**src/rtl/adder.sv**
```systemverilog
// posit<N,ES> adder: decode both operands, align, add/subtract, normalise,
// re-encode with round-to-nearest-even on the bit string; result registered.
module adder #(
  parameter int N  = 16,
  parameter int ES = 3
) (
  input  logic         clk,
  input  logic         rst,
  input  logic [N-1:0] x,
  input  logic [N-1:0] y,
  output logic [N-1:0] posit
);

  localparam int FW    = N - 1 - ES;
  localparam int MW    = FW + 1;
  localparam int SW    = $clog2(N) + ES + 3;
  localparam int SMW   = MW + 2;
  localparam int AW    = MW + 4;
  localparam int FR    = AW - 1;
  localparam int ZW    = 2 + ES + FR + N;
  localparam int LW    = $clog2(AW + 1);
  localparam int DW    = $clog2(SMW + 1);
  localparam int MAXSC = (N - 2) << ES;
  localparam logic [N-1:0] NAR = {1'b1, {(N-1){1'b0}}};

  // Returns {scale, 1.fraction}; truncated exponent bits come out as zero.
  function automatic logic [SW+MW-1:0] decode(input logic [N-1:0] v);
    logic [N-2:0] r;
    logic [N-2:0] tmp;
    logic         lead;
    logic         more;
    int           run;
    logic signed [SW-1:0] k;
    logic signed [SW-1:0] sc;
    r    = v[N-1] ? -v[N-2:0] : v[N-2:0];
    lead = r[N-2];
    run  = 0;
    more = 1'b1;
    for (int i = N - 2; i >= 0; i--) begin
      if (more && (r[i] == lead)) run++;
      else more = 1'b0;
    end
    k   = lead ? SW'(run - 1) : SW'(-run);
    tmp = r << (run + 1);
    sc  = (k <<< ES) + $signed({{(SW-ES){1'b0}}, tmp[N-2 -: ES]});
    return {sc, 1'b1, tmp[FW-1:0]};
  endfunction

  function automatic logic [LW-1:0] lzc(input logic [AW-1:0] v);
    logic [LW-1:0] n;
    logic          done;
    n    = '0;
    done = 1'b0;
    for (int i = AW - 1; i >= 0; i--) begin
      if (!done) begin
        if (v[i]) done = 1'b1;
        else n = n + 1'b1;
      end
    end
    return n;
  endfunction

  // Regime is produced by arithmetic-shifting a 2-bit seed (10 or 01), so the
  // rounding below sees the exact bit string that would be truncated.
  function automatic logic [N-1:0] encode(input logic s,
                                          input logic signed [SW-1:0] sc,
                                          input logic [FR-1:0] fr);
    logic signed [SW-1:0] k;
    logic [ES-1:0]        e;
    logic signed [ZW-1:0] z;
    logic [N-2:0]         body;
    logic                 g;
    logic                 st;
    logic [N-1:0]         mag;
    int                   sh;
    k = sc >>> ES;
    e = sc[ES-1:0];
    z = '0;
    if (sc >= SW'(MAXSC)) begin
      mag = {1'b0, {(N-1){1'b1}}};
    end else if (sc < -SW'(MAXSC)) begin
      mag = {{(N-1){1'b0}}, 1'b1};
    end else begin
      z    = {(k[SW-1] ? 2'b01 : 2'b10), e, fr, {N{1'b0}}};
      sh   = int'(k[SW-1] ? ~k : k);
      z    = z >>> sh;
      body = z[ZW-1 -: N-1];
      g    = z[ZW-N];
      st   = |z[ZW-N-1:0];
      mag  = {1'b0, body + (N-1)'(g & (st | body[0]))};
    end
    return s ? -mag : mag;
  endfunction

  logic signed [SW-1:0] sc_x_p0, sc_y_p0, sc_l_p0, sc_s_p0, sc_r_p0;
  logic [MW-1:0]        m_x_p0, m_y_p0, m_l_p0, m_s_p0;
  logic                 x_big_p0, s_l_p0, lost_p0;
  logic signed [SW:0]   diff_p0;
  logic [DW-1:0]        dc_p0;
  logic [SMW-1:0]       ms_ext_p0, ms_sh_p0;
  logic [AW-1:0]        a_l_p0, a_s_p0, sum_p0;
  logic [LW-1:0]        lz_p0;
  logic [FR-1:0]        frac_p0;
  logic [N-1:0]         posit_d, posit_q;

  assign {sc_x_p0, m_x_p0} = decode(x);
  assign {sc_y_p0, m_y_p0} = decode(y);

  // Stage p0: align, add, normalise, encode.
  always_comb begin
    x_big_p0  = (sc_x_p0 > sc_y_p0) || ((sc_x_p0 == sc_y_p0) && (m_x_p0 >= m_y_p0));
    sc_l_p0   = x_big_p0 ? sc_x_p0 : sc_y_p0;
    sc_s_p0   = x_big_p0 ? sc_y_p0 : sc_x_p0;
    m_l_p0    = x_big_p0 ? m_x_p0 : m_y_p0;
    m_s_p0    = x_big_p0 ? m_y_p0 : m_x_p0;
    s_l_p0    = x_big_p0 ? x[N-1] : y[N-1];
    diff_p0   = {sc_l_p0[SW-1], sc_l_p0} - {sc_s_p0[SW-1], sc_s_p0};
    dc_p0     = (diff_p0 > (SW+1)'(SMW)) ? DW'(SMW) : diff_p0[DW-1:0];
    ms_ext_p0 = {m_s_p0, 2'b00};
    ms_sh_p0  = ms_ext_p0 >> dc_p0;
    lost_p0   = |(ms_ext_p0 & ~({SMW{1'b1}} << dc_p0));
    // Sticky lives in its own LSB slot so subtraction rounds correctly.
    a_l_p0    = {1'b0, m_l_p0, 3'b000};
    a_s_p0    = {1'b0, ms_sh_p0, lost_p0};
    sum_p0    = (x[N-1] == y[N-1]) ? a_l_p0 + a_s_p0 : a_l_p0 - a_s_p0;
    lz_p0     = lzc(sum_p0);
    frac_p0   = FR'(sum_p0 << lz_p0);
    sc_r_p0   = sc_l_p0 + SW'(1) - $signed({{(SW-LW){1'b0}}, lz_p0});
    if ((x == NAR) || (y == NAR)) posit_d = NAR;
    else if (x == '0)             posit_d = y;
    else if (y == '0)             posit_d = x;
    else if (sum_p0 == '0)        posit_d = '0;
    else                          posit_d = encode(s_l_p0, sc_r_p0, frac_p0);
  end

  // Stage p1: output register.
  always_ff @(posedge clk) begin
    if (rst) posit_q <= '0;
    else     posit_q <= posit_d;
  end

  assign posit = posit_q;

endmodule

```
**config.mk**
```make
export PLATFORM = sky130hd
export DESIGN_NAME = adder
export DESIGN_NICKNAME = d
export VERILOG_FILES = /design/src/rtl/adder.sv
export SDC_FILE = /design/constraint.sdc
export NUM_CORES = 1
export LEC_CHECK = 0
export CAP_MARGIN = 20
export CORE_MARGIN = 1
export CORE_UTILIZATION = 35
export CTS_BUF_LIST = sky130_fd_sc_hd__clkbuf_4 sky130_fd_sc_hd__clkbuf_8
export CTS_CLUSTER_DIAMETER = 100
export CTS_CLUSTER_SIZE = 24
export DETAILED_ROUTE_END_ITERATION = 8
export GPL_TIMING_DRIVEN = 0
export PLACE_DENSITY = 0.56
export SYNTH_ARGS = -nofsm -noshare
export SYNTH_HDL_FRONTEND = slang
export SYNTH_SLANG_ARGS = --single-unit
export TNS_END_PERCENT = 5
```
**constraint.sdc**
```tcl
create_clock -name clk -period 55.6 [get_ports clk]
set_clock_uncertainty 0.15 [all_clocks]
set_input_delay 8.34 -clock clk [delete_from_list [all_inputs] [get_ports clk]]
set_output_delay 8.34 -clock clk [all_outputs]
set_load 0.05 [all_outputs]
```
# After elaboration in Yosys (flattened, before gate mapping)
# Cells that the tools add are included.
# totals
output_inout_bits	16
word_cells	286
input_bits	34
ff_bits	16
# classes
magnitude_cmp	5
reduce_logical	35
n_bitwise	5
n_shift	6
n_addsub	59
n_mux	142
eq_ne	32
# op_table
operator	n
$add 32x2->32 const B	27
$mux 32	27
$mux 5	32
$mux 16	9
$add 5x1->5 const B	16
$shl 15x32->15	2
$mux 15	4
$mux 1	59
$sshr 37x32->37	1
$eq 16x16->1 const B	2
$logic_not 16->1	2
$not 7->32	1
$neg 15->15	2
$eq 1x1->1	29
$logic_and 1x1->1	27
$mux 12	2
$reduce_or 21->1	1
$add 10x4->10	2
$mux 10	2
$add 16x16->17	1
$logic_not 17->1	1
$mux 17	1
$shl 17x5->16	1
$sub 16x16->17	1
26 further kinds	32

# Longest topological paths before layout
# Gate-level depths: netlist (run 1).
# depth
depth_word	115
depth_mapped	185
ltp_nobuf	177

# Worst setup path after synthesis (run 1)
# No wires, ideal clock.
# synth_timing
path_type	input to register
startpoint	input port x[0]
endpoint	register posit_q[14] (netlist: posit[14])
path_buffers	13
stages	183
slack_ns	13.666
required_time_ns	55.327
setup_ns	0.123
arrival_ns	41.661
cell_sequence	clkbuf_1 -> inv_1 -> ha_1 -> or4b_1 -> o41a_1 -> buf_6 -> xnor2_4 -> buf_2 -> nor2_1 -> a22oi_1 -> inv_1 -> ha_1 -> nand2_1 -> nand2_1 -> ha_1 -> mux2i_1 -> o21ai_0 -> ha_1 -> [... 147 more ...] -> a31oi_1 -> mux2i_1 -> nor2_1 -> a311o_1 -> a31oi_1 -> o21ai_0 -> or3_1 -> a221oi_1 -> o21ai_0 -> o31ai_1 -> and3_1 -> ha_1 -> nor2b_1 -> nand4_1 -> o41ai_2 -> xnor2_1 -> a221oi_1 -> nor2_1
# synth_between
elab_chain_cells	114
# synth_rtl
item	line	source
start, declared	9	input logic [N-1:0] x,
parallel branches: the longest is 114 deep, another holds $add 32x2->32	-	
end signal, assigned	139	else posit_q <= posit_d;
end, declared	104	logic [N-1:0] posit_d, posit_q;
# Several ways; the timed one is not identified. The select of a mux whose other input is x is not followed.
# A chain may end at the register's enable or synchronous reset.

# Final worst setup path (run 1)
# layout_timing
startpoint	input port x[1]
endpoint	register posit_q[12] (netlist: posit[12])
# Same word-level chain as after synthesis.

==> qor.log, run 1 <==
INFO  route          drt.antenna.violating_nets=0
INFO  yosys          yosys.area_share.xor_xnor=10.0%
INFO  floorplan      io-pin-count=50
INFO  yosys          synth_flop_cell=dfxtp_1
INFO  floorplan      row_count=84
INFO  route          via_count=22500
INFO  global_route   global_route.overflow_total=0
INFO  critical_path  critical-path-top-cell-by-count=ha_1
INFO  route          postRouteWirelength=70.2mm
INFO  sta            final.setup.tns=0ns
INFO  yosys          post_synth_main_area_contributors=ha_1 (6.8%), nand2_1 (5.9%), nor2_1 (5.7%), mux2i_1 (5.6%), o21ai_0 (5.5%)
INFO  floorplan      coreArea=0.0524mm^2
INFO  yosys          synthesis.area=0.0185mm^2
INFO  yosys          post_synthesis_simple_gate_area_fraction=31.7%
INFO  floorplan      floorplan.initialDensity=35.4%
INFO  cts            cts_hold_buf=0
INFO  placement      dp_slack=5.28ns
INFO  yosys          asyncSetResetFlopFracSynth=0%
INFO  layout         layout-area-overhead-vs-synth=7.02%
INFO  critical_path  cpPeakStageDelay=0.97ns
INFO  cts            clk_transition_reported_paths=0.06ns
INFO  global_route   global_route_wire_length_before_repair=112mm
INFO  yosys          synth_largest_type_area_fraction=6.81%
INFO  route          post_drt_wl_per_cell=19.9um
INFO  sta            timing_max_transition_violations_final=0
INFO  yosys          most_common_cell_in_the_synthesized_netlist=nand2_1
INFO  placement      port_buffers=40
INFO  sta            maxClockFrequency=19.6MHz
INFO  floorplan      die_w=232um
INFO  sta            tightestPinTransition=1.21ns
INFO  cts            clkSinkCount=16
INFO  layout         final_antenna_diode_count=0
INFO  yosys          synth_cells=2794
INFO  sta            setup_violations=0
INFO  yosys          synth_area_leader_cell=ha_1
INFO  global_route   grt_pass1_vias=20400
INFO  critical_path  worst-path-max-fanout=10
INFO  sta            rsz0062_at_grt=false
INFO  layout         num-nets-final=2976
INFO  cts            cts_buffer_depth=2
INFO  route          dr_iter_0_viols=2428
INFO  cts            cts-buffers-inserted=3
INFO  yosys          synth-adder-area-share=7.08%
INFO  yosys          synth_area_per_cell=6.64um^2
INFO  cts            cts-resized-gates=0
INFO  critical_path  worst_setup_path_start_kind=input pin
INFO  global_route   antenna_found_initial=0
INFO  sta            finalCriticalPeriod=51.07ns
INFO  sta            max_slew_margin_vs_limit=18.4%
INFO  sta            layout_setup_ws=4.53ns
INFO  placement      place_inst=3522
INFO  run            max-cap-violations=0
INFO  outcome        status=finished clean
INFO  critical_path  critical_path_required=55.58ns
INFO  yosys          main_combinational_cell_family_by_area_after_synthesis=compound AO/OA/AOI/OAI gates
INFO  critical_path  critical_path_class=input pin to flop
INFO  layout         layout-drive-gt1-share=6.73%
INFO  placement      dp.final_hpwl=57.4mm
INFO  hold_path      hold_path.class=input pin to flop
INFO  floorplan      die-area=0.0539mm^2
INFO  floorplan      die_height=232um
INFO  yosys          synth-seq-area-share=1.73%
INFO  yosys          yosysUniqueCellTypes=130
INFO  cts            clock_tree_from_tritoncts=built
INFO  critical_path  worst_ep_arrival_time=51.05ns
INFO  yosys          netlist_top_cells_count=nand2_1 (293), nor2_1 (280), o21ai_0 (205)
INFO  layout         fillers=5579
INFO  cts            post_cts_buffers=0
INFO  critical_path  worstSetupEndpointType=flop
INFO  cts            cts-root-buf=clkbuf_8
INFO  global_route   groute.usage.overall=24.9%
INFO  placement      gpl.final_weighted_congestion=0.978
INFO  sta            fin_crit_sh=91.8%
INFO  sta            final_count_of_hold_timing_violations=0
INFO  yosys          ys_ff_latch=16
INFO  global_route   grt_start_max_net_pins=11
INFO  critical_path  slowest_stage=o31ai_1
INFO  yosys          share_of_the_synthesized_area_in_compound_gates_ao_oa_aoi_oai=35.0%
INFO  route          drt_drc_violations_left=0
INFO  yosys          ys_warn_count=0
INFO  yosys          synthMuxAreaShare=8.85%
INFO  cts            htree_levels=1
INFO  route          drt_first_pass_iters=6
INFO  layout         largest_register_ffs=16
INFO  layout         stdcell_count=3525
INFO  yosys          synth-edff-count=0
INFO  yosys          syn_nets=2931
INFO  route          detail_route.vias_per_cell=6.38
==> worst max-delay path, delay by kind of cell <==
family	cells	cell delay, ns
fa+ha+maj	26	8.21
buf+inv	21	4.59
mux	14	4.13
simple gates	48	7.15
xor+xnor	9	2.68
compound gates	63	15.83
==> cell type report <==
type,instances,area (um^2),area share [%]
tap,688,861,4.34
sequential,16,320,1.61
multi-input combinational,2524,17200,86.6
timing repair buffer,40,400,2.02
inverter,100,378,1.90
buffer,154,659,3.32
clock buffer,3,41.3,0.208
==> final timing paths <==
kind                  from                   end  slack, ns  cells after the start
worst max-delay path  x[1]  posit[12]$_SDFF_PP0_       4.53                    181
worst min-delay path  y[5]   posit[5]$_SDFF_PP0_       8.33                      3
==> placed cells by master (no fill, tap or decap), types with 18 or more instances in the layout <==
cell             synthesis  final
o21a_1                  25     25
or3_1                   35     35
mux2_2                  38     38
o22ai_1                 23     23
and3_1                  38     38
a31oi_1                 39     39
a21o_1                  55     55
ha_1                   101    101
o31ai_1                 22     22
nand4_1                 49     49
mux2i_1                103    103
nor4_1                  33     33
nor3_1                 107    107
o21ai_0                205    205
and2_1                  41     41
or2_2                   26     26
xor2_1                  43     43
nand2b_1                24     24
a21oi_1                184    184
a211oi_1                36     36
nor2_1                 280    280
nand2_1                293    293
clkdlybuf4s50_1          0     40
nand3_1                106    106
a221oi_1                18     18
clkbuf_1               116    116
a22oi_1                 22     22
inv_1                   93     93
xnor2_1                102    102
o211ai_1                45     45
nor2b_1                 28     28
==> through the flow <==
stage	hold slack, ns	utilization [%]	instance area (um^2)
floorplan	8.26	-	18500
detailed placement	8.58	37.8	19800
CTS	8.32	37.9	19900
global placement	8.57	37.8	19800
finish	8.33	37.9	19900
global route	8.33	37.9	19900
==> logic make-up after synthesis <==
kind of cell               Yosys count
buffers and inverters              254
and+or+nand+nor                   1168
muxes                              150
AOI/OAI and AO/OA                  928
DFF                                 16
adders and majority gates          104
xor gates and xnor gates           174
==> routing by layer <==
layer | part of all wire [%] | wire length [um] | GRT usage, % | vias to the layer above
li1 | - | - | - | 10700
met1 | 46 | 32400 | 35.8 | 10700
met2 | 45 | 31400 | 40.2 | 965
met3 | 6.7 | 4710 | 1.72 | 106
met4 | 2.5 | 1730 | 5.63 | 0
met5 | 0 | 0 | 0 | -
Power of run 1 is not shown: default switching activity piles up to over one toggle a cycle in this logic, so the estimate is an artifact.
==> run 2: changes to the inputs <==
CAP_MARGIN = default   (was 20)
CTS_CLUSTER_SIZE = default   (was 24)
==> results of run 2 <==
Same layout as run 1: the final DEF is identical, and so are final timing and power.
Power of run 2 is left out for the same reason.
